File: src/rtl/ps2_keyb_rx_if.sv
// Decoded keyboard output bundle: scan byte, prefix flags and status pulses.
interface ps2_keyb_rx_if;
  logic [7:0] scan_code;
  logic       scan_released;
  logic       scan_extended;
  logic       scan_ready;
  logic       frame_error;

  modport master (
    output scan_code, scan_released, scan_extended, scan_ready, frame_error
  );
  modport slave (
    input  scan_code, scan_released, scan_extended, scan_ready, frame_error
  );
endinterface

File: src/rtl/ps2_keyb_rx.sv
// PS/2 keyboard receiver: synchronise, de-glitch clock, deframe 11-bit frames, decode E0/F0 prefixes.
// Define PS2_PARITY_CHECK_EN to reject frames with bad odd parity.
module ps2_keyb_rx #(
  parameter int FILTER_LEN  = 8,
  parameter int TIMEOUT_CYC = 50000
) (
  input  logic           clk_i,
  input  logic           rst,
  input  logic           ps2_clk_i,
  input  logic           ps2_data_i,
  ps2_keyb_rx_if.master  scan_if
);
  localparam int TW = $clog2(TIMEOUT_CYC + 1);
  localparam logic [TW-1:0] TMO_LAST = TW'(TIMEOUT_CYC - 1);

  typedef enum logic [1:0] {IDLE, DATA, PARITY, STOP} state_t;

  logic                  clk_s1_q, clk_s2_q, dat_s1_q, dat_s2_q;
  logic [FILTER_LEN-1:0] filt_sh_q;
  logic                  filt_clk_q, filt_clk_d, fall;

  state_t        state_q, state_d;
  logic [2:0]    bit_cnt_q, bit_cnt_d;
  logic [7:0]    shift_q, shift_d;
  logic [TW-1:0] tmo_q, tmo_d;
  logic          brk_q, brk_d, ext_q, ext_d;
  logic [7:0]    code_q, code_d;
  logic          rel_q, rel_d, extf_q, extf_d;
  logic          ready_q, ready_d, err_q, err_d;
`ifdef PS2_PARITY_CHECK_EN
  logic          par_ok_q, par_ok_d;
`endif

  always_ff @(posedge clk_i or posedge rst) begin
    if (rst) begin
      clk_s1_q   <= 1'b1;
      clk_s2_q   <= 1'b1;
      dat_s1_q   <= 1'b1;
      dat_s2_q   <= 1'b1;
      filt_sh_q  <= '1;
      filt_clk_q <= 1'b1;
    end else begin
      clk_s1_q   <= ps2_clk_i;
      clk_s2_q   <= clk_s1_q;
      dat_s1_q   <= ps2_data_i;
      dat_s2_q   <= dat_s1_q;
      filt_sh_q  <= {filt_sh_q[FILTER_LEN-2:0], clk_s2_q};
      filt_clk_q <= filt_clk_d;
    end
  end

  // Filtered clock only moves once the whole sample window agrees.
  always_comb begin
    filt_clk_d = filt_clk_q;
    if (&filt_sh_q)
      filt_clk_d = 1'b1;
    else if (~|filt_sh_q)
      filt_clk_d = 1'b0;
  end

  assign fall = filt_clk_q & ~filt_clk_d;

  always_ff @(posedge clk_i or posedge rst) begin
    if (rst) begin
      state_q   <= IDLE;
      bit_cnt_q <= '0;
      shift_q   <= '0;
      tmo_q     <= '0;
      brk_q     <= 1'b0;
      ext_q     <= 1'b0;
      code_q    <= '0;
      rel_q     <= 1'b0;
      extf_q    <= 1'b0;
      ready_q   <= 1'b0;
      err_q     <= 1'b0;
`ifdef PS2_PARITY_CHECK_EN
      par_ok_q  <= 1'b0;
`endif
    end else begin
      state_q   <= state_d;
      bit_cnt_q <= bit_cnt_d;
      shift_q   <= shift_d;
      tmo_q     <= tmo_d;
      brk_q     <= brk_d;
      ext_q     <= ext_d;
      code_q    <= code_d;
      rel_q     <= rel_d;
      extf_q    <= extf_d;
      ready_q   <= ready_d;
      err_q     <= err_d;
`ifdef PS2_PARITY_CHECK_EN
      par_ok_q  <= par_ok_d;
`endif
    end
  end

  always_comb begin
    state_d   = state_q;
    bit_cnt_d = bit_cnt_q;
    shift_d   = shift_q;
    tmo_d     = tmo_q;
    brk_d     = brk_q;
    ext_d     = ext_q;
    code_d    = code_q;
    rel_d     = rel_q;
    extf_d    = extf_q;
    ready_d   = 1'b0;
    err_d     = 1'b0;
`ifdef PS2_PARITY_CHECK_EN
    par_ok_d  = par_ok_q;
`endif
    // Timeout wins over a coincident fall; it also drops pending prefixes.
    if (state_q != IDLE && tmo_q == TMO_LAST) begin
      state_d = IDLE;
      tmo_d   = '0;
      err_d   = 1'b1;
      brk_d   = 1'b0;
      ext_d   = 1'b0;
    end else if (fall) begin
      tmo_d = '0;
      unique case (state_q)
        IDLE: begin
          if (!dat_s2_q) begin
            state_d   = DATA;
            bit_cnt_d = '0;
          end
        end
        DATA: begin
          shift_d   = {dat_s2_q, shift_q[7:1]};
          bit_cnt_d = bit_cnt_q + 3'd1;
          if (bit_cnt_q == 3'd7)
            state_d = PARITY;
        end
        PARITY: begin
`ifdef PS2_PARITY_CHECK_EN
          par_ok_d = ^{shift_q, dat_s2_q};
`endif
          state_d = STOP;
        end
        STOP: begin
          state_d = IDLE;
          if (!dat_s2_q)
            err_d = 1'b1;
`ifdef PS2_PARITY_CHECK_EN
          else if (!par_ok_q)
            err_d = 1'b1;
`endif
          else if (shift_q == 8'hF0)
            brk_d = 1'b1;
          else if (shift_q == 8'hE0)
            ext_d = 1'b1;
          else begin
            code_d  = shift_q;
            rel_d   = brk_q;
            extf_d  = ext_q;
            ready_d = 1'b1;
            brk_d   = 1'b0;
            ext_d   = 1'b0;
          end
        end
        default: state_d = IDLE;
      endcase
    end else if (state_q != IDLE) begin
      tmo_d = tmo_q + TW'(1);
    end
  end

  assign scan_if.scan_code     = code_q;
  assign scan_if.scan_released = rel_q;
  assign scan_if.scan_extended = extf_q;
  assign scan_if.scan_ready    = ready_q;
  assign scan_if.frame_error   = err_q;
endmodule
File: src/flat_wrapper.sv
// flat-port wrapper written by rule: the top's interface ports become plain ports
module ps2_keyb_rx_flat 
#(
  parameter int FILTER_LEN  = 8,
  parameter int TIMEOUT_CYC = 50000
)
  (clk_i, rst, ps2_clk_i, ps2_data_i, scan_if_scan_code, scan_if_scan_released, scan_if_scan_extended, scan_if_scan_ready, scan_if_frame_error);
  ps2_keyb_rx_if scan_if_i ();
  input  logic clk_i;
  input  logic rst;
  input  logic ps2_clk_i;
  input  logic ps2_data_i;
  output wire logic [$bits(scan_if_i.scan_code)-1:0] scan_if_scan_code;
  output wire logic [$bits(scan_if_i.scan_released)-1:0] scan_if_scan_released;
  output wire logic [$bits(scan_if_i.scan_extended)-1:0] scan_if_scan_extended;
  output wire logic [$bits(scan_if_i.scan_ready)-1:0] scan_if_scan_ready;
  output wire logic [$bits(scan_if_i.frame_error)-1:0] scan_if_frame_error;
  assign scan_if_scan_code = scan_if_i.scan_code;
  assign scan_if_scan_released = scan_if_i.scan_released;
  assign scan_if_scan_extended = scan_if_i.scan_extended;
  assign scan_if_scan_ready = scan_if_i.scan_ready;
  assign scan_if_frame_error = scan_if_i.frame_error;
  ps2_keyb_rx #(.FILTER_LEN(FILTER_LEN), .TIMEOUT_CYC(TIMEOUT_CYC)) u_core (.clk_i(clk_i), .rst(rst), .ps2_clk_i(ps2_clk_i), .ps2_data_i(ps2_data_i), .scan_if(scan_if_i));
endmodule
File: config.mk
export PLATFORM = sky130hd
export DESIGN_NAME = ps2_keyb_rx_flat
export DESIGN_NICKNAME = d
export VERILOG_FILES = /design/src/rtl/ps2_keyb_rx_if.sv /design/src/rtl/ps2_keyb_rx.sv /design/src/flat_wrapper.sv
export SDC_FILE = /design/constraint.sdc
export NUM_CORES = 1
export LEC_CHECK = 0
export CAP_MARGIN = 15
export CORE_AREA = 2 2 75 77
export DETAILED_ROUTE_END_ITERATION = 12
export DIE_AREA = 0 0 77 79
export MAX_ROUTING_LAYER = met4
export PLACE_DENSITY = 0.67
export SETUP_SLACK_MARGIN = 0.15
export SYNTH_ARGS = -nofsm -noshare
export SYNTH_HDL_FRONTEND = slang
export SYNTH_SLANG_ARGS = --single-unit
File: constraint.sdc
create_clock -name clk_i -period 3.99 [get_ports clk_i]
set_clock_uncertainty 0.1 [all_clocks]
set_input_delay 1.197 -clock clk_i [delete_from_list [all_inputs] [get_ports clk_i]]
set_output_delay 1.197 -clock clk_i [all_outputs]
set_load 0.005 [all_outputs]
==> impl_metrics.env <==
export IMPL_ctsRootBufferMaster="clkbuf_8"
export IMPL_peakVddDrop_mv=0.213
export IMPL_vias=1584
export IMPL_finalHoldViolations=0
export IMPL_clock_fmax_ghz=0.405
export IMPL_crit_family="buffers and inverters"
export IMPL_async_reset_ff_share_pct=100
export IMPL_crit_path_cell_trace="clkdlybuf4s50_1"
export IMPL_grt_max_degree=31
export IMPL_finalSetupTns_ns=0
export IMPL_die_width_um=77
export IMPL_start_kind="flop"
export IMPL_slowest_stage="clkdlybuf4s50_1"
export IMPL_start_util_pct=47.4
export IMPL_cp_arrival_ns=1.17
export IMPL_yosys_cell_types_count=45
export IMPL_ios=16
export IMPL_drive_above_1_share_pct=23.5
export IMPL_cts_sinks=56
export IMPL_synth_avg_cell_area_um2=12.6
export IMPL_worstMarginPinSlew_ns=0.569
export IMPL_n_antenna_cell=0
export IMPL_synthesis_instances=201
export IMPL_setup_worst_path_end_class="output pin"
export IMPL_die_area_um2=6080
export IMPL_die_y_um=79
export IMPL_drt_iter0_markers=106
export IMPL_antenna_left=0
export IMPL_wl_um=4210
export IMPL_grt_pass1_vias=1632
export IMPL_antenna_found_initial=0
export IMPL_avgRoutedWirePerCell_um=14.4
export IMPL_vias_per_cell=5.41
export IMPL_sw_frac_of_total_pct=28.1
export IMPL_cts_tree="built"
export IMPL_synth_edf_count=0
export IMPL_power_frac_comb_pct=15.8
export IMPL_grt_pass1_wl_um=7660
export IMPL_min_period_over_period_pct=61.9
export IMPL_p_switching_w=0.000347
export IMPL_ys_ff_latch=56
export IMPL_cts_reportedPaths_clkPinSlew_ns=0.10
export IMPL_p_leak_nw=1.29
export IMPL_syn_area_um2=2530
export IMPL_core_area_um2=5340
export IMPL_synth_largest_area_cell="dfrtp_1"
export IMPL_worst_hold_slack_ns=0.260
export IMPL_period_needed_ns=2.47
export IMPL_ctsHoldBuffers=0
export IMPL_required_ns=2.69
export IMPL_power_frac_clock_pct=30.4
export IMPL_synth_area_top_cells="dfrtp_1, dfstp_2, mux2_2"
export IMPL_path_class="reg -> out"
export IMPL_relSlewSlack_pct=62.0
export IMPL_powerDensity_nw_per_um2=429
export IMPL_gp_congestion=0.846
export IMPL_first_pass_iters=4
export IMPL_rsz0062_at_grt="no"
export IMPL_ff_latch_area_um2=1420
export IMPL_maxCapViolations=0
export IMPL_num_fill_cells=499
export IMPL_worstSkewPairLatency_ns=0.31
export IMPL_cpPeakStageDelay_ns=0.51
export IMPL_synth_nets=212
export IMPL_p_seq_share_pct=53.8
export IMPL_path_buf_inv=1
export IMPL_grt_overflow_total=0
export IMPL_drc=0
export IMPL_area_delta_synth_final_pct=13.8
export IMPL_slew_violations=0
export IMPL_nNetsFinal=231
export IMPL_clk_path_buf_depth=2
export IMPL_cts_buffers=5
export IMPL_outcome="complete, no violations"
export IMPL_synth_top_cell_area_share_pct=42.5
export IMPL_ys_seq_area_share_pct=56.0
export IMPL_place_port_buffers=15
export IMPL_setup_viol=0
export IMPL_ys_flop_type="dfrtp_1"
export IMPL_post_dp_hpwl_um=2950
export IMPL_critPathMaxFanout=2
export IMPL_htreeDepth=2
export IMPL_grt_use_total_pct=16.2
export IMPL_post_cts_buffers=0
export IMPL_hp_class="reg -> reg"
export IMPL_cts_resized=0
export IMPL_yosys_warnings=0
export IMPL_multi_input_area_um2=1070
export IMPL_intPower_w=0.000889
export IMPL_row_count=27
power by group through the flow:
stage | logic (W) | clock network (W) | registers (W)
2_1_floorplan | 0.000158 | 0 | 0.000660
3_3_place_gp | 0.000193 | 0 | 0.000673
3_5_place_dp | 0.000198 | 0 | 0.000675
4_1_cts | 0.000199 | 0.000388 | 0.000664
5_1_grt | 0.000230 | 0.000412 | 0.000672
6_report | 0.000195 | 0.000376 | 0.000665
sequential cells by signal (all words and copies together) (netlist names):
register / cells
u_core.dat_s1_q: 1
u_core.bit_cnt_q: 3
u_core.state_q: 2
u_core.scan_if.scan_ready: 1
u_core.brk_q: 1
u_core.scan_if.frame_error: 1
u_core.dat_s2_q: 1
u_core.filt_clk_q: 1
u_core.ext_q: 1
u_core.scan_if.scan_code: 8
u_core.scan_if.scan_released: 1
u_core.tmo_q: 16
u_core.filt_sh_q: 8
u_core.shift_q: 8
u_core.scan_if.scan_extended: 1
u_core.clk_s2_q: 1
u_core.clk_s1_q: 1
stage by stage:
stage          instance area (µm²)  util (%)  instances  power [W]  worst slack [ns]
6_report                      2880      54.0        293    0.00124              1.52
3_3_place_gp                  2770      51.8        285   0.000866              1.64
2_1_floorplan                 2530         -        201   0.000818              1.34
4_1_cts                       2880      54.0        293    0.00125              1.50
5_1_grt                       2880      54.0        293    0.00131              1.41
3_5_place_dp                  2770      51.8        285   0.000872              1.58
placed cells by master, fill, tap and decap left out, types with 3 or more instances in the layout:
master           instances
dfstp_2                 13
nand3_1                  8
ha_1                     7
clkbuf_8                 5
o21ai_0                  4
inv_1                    4
or4_1                    4
clkdlybuf4s50_1         15
xnor2_1                  3
nand4_1                 11
nor2_1                  11
mux2_2                  18
o31ai_1                  3
dfrtp_1                 43
xor2_1                   7
and4_1                   5
nand2_1                 12
a21oi_1                  6
nand2b_1                 3
final cells by class:
class                   instances  share of cell area [%]
well taps                      72                    3.13
flip-flops and latches         56                    49.2
repair buffers                 16                    5.91
clock inverters                 3                    1.61
clock buffers                   5                    2.39
multi-input cells             136                    37.1
inverters                       5                   0.652
cell families after synthesis:
family / share of synthesized area, %
and+or+nand+nor: 20.1
adders and majority gates: 3.46
buffers and inverters: 1.73
AOI/OAI and AO/OA: 6.38
DFF: 56.0
xor gates and xnor gates: 3.46
muxes: 8.85
worst paths after layout:
| check | slack (ns) | startpoint | to | depth (start not counted) |
|---|---|---|---|---|
| worst max-delay path | 1.52 | u_core.scan_if.scan_code[6]$_DFFE_PP0P_ | scan_if_scan_code[6] | 1 |
| worst min-delay path | 0.26 | u_core.clk_s2_q$_DFF_PP1_ | u_core.filt_sh_q[0]$_DFF_PP1_ | 0 |
| worst max register to register | 1.58 | u_core.state_q[0]$_DFFE_PP0P_ | u_core.tmo_q[11]$_DFFE_PP0P_ | 6 |
| worst min register to register | 0.26 | u_core.clk_s2_q$_DFF_PP1_ | u_core.filt_sh_q[0]$_DFF_PP1_ | 0 |
| max in group asynchronous | 2.02 | rst | u_core.filt_clk_q$_DFF_PP1_ | 3 |
| min in group asynchronous | 1.15 | rst | u_core.scan_if.scan_code[5]$_DFFE_PP0P_ | 2 |
per-layer routing:
metal	global-route usage, %	wire [µm]	share of wire [%]	up-vias
li1	-	-	-	778
met1	21.1	1990	47	775
met2	25.5	2020	48	23
met3	3.07	123	2.9	8
met4	6.43	77	1.8	0
met5	-	0	0	-
Yosys cell counts, types with 2 or more instances:
library cell  number
a21oi_1            6
a22o_1             2
a41oi_1            2
and4_1             5
and4b_1            2
and4bb_2           2
dfrtp_1           43
dfstp_2           13
ha_1               7
inv_1              5
mux2_2            18
nand2_1           12
nand2b_1           3
nand3_1            8
nand3_4            2
nand4_1           11
nor2_1            11
nor2b_1            2
nor3_1             2
nor4_1             2
nor4_4             2
o21ai_0            4
o31ai_1            3
or3_1              2
or4_1              4
xnor2_1            3
xor2_1             7
Power figures use the tool's default switching activity.
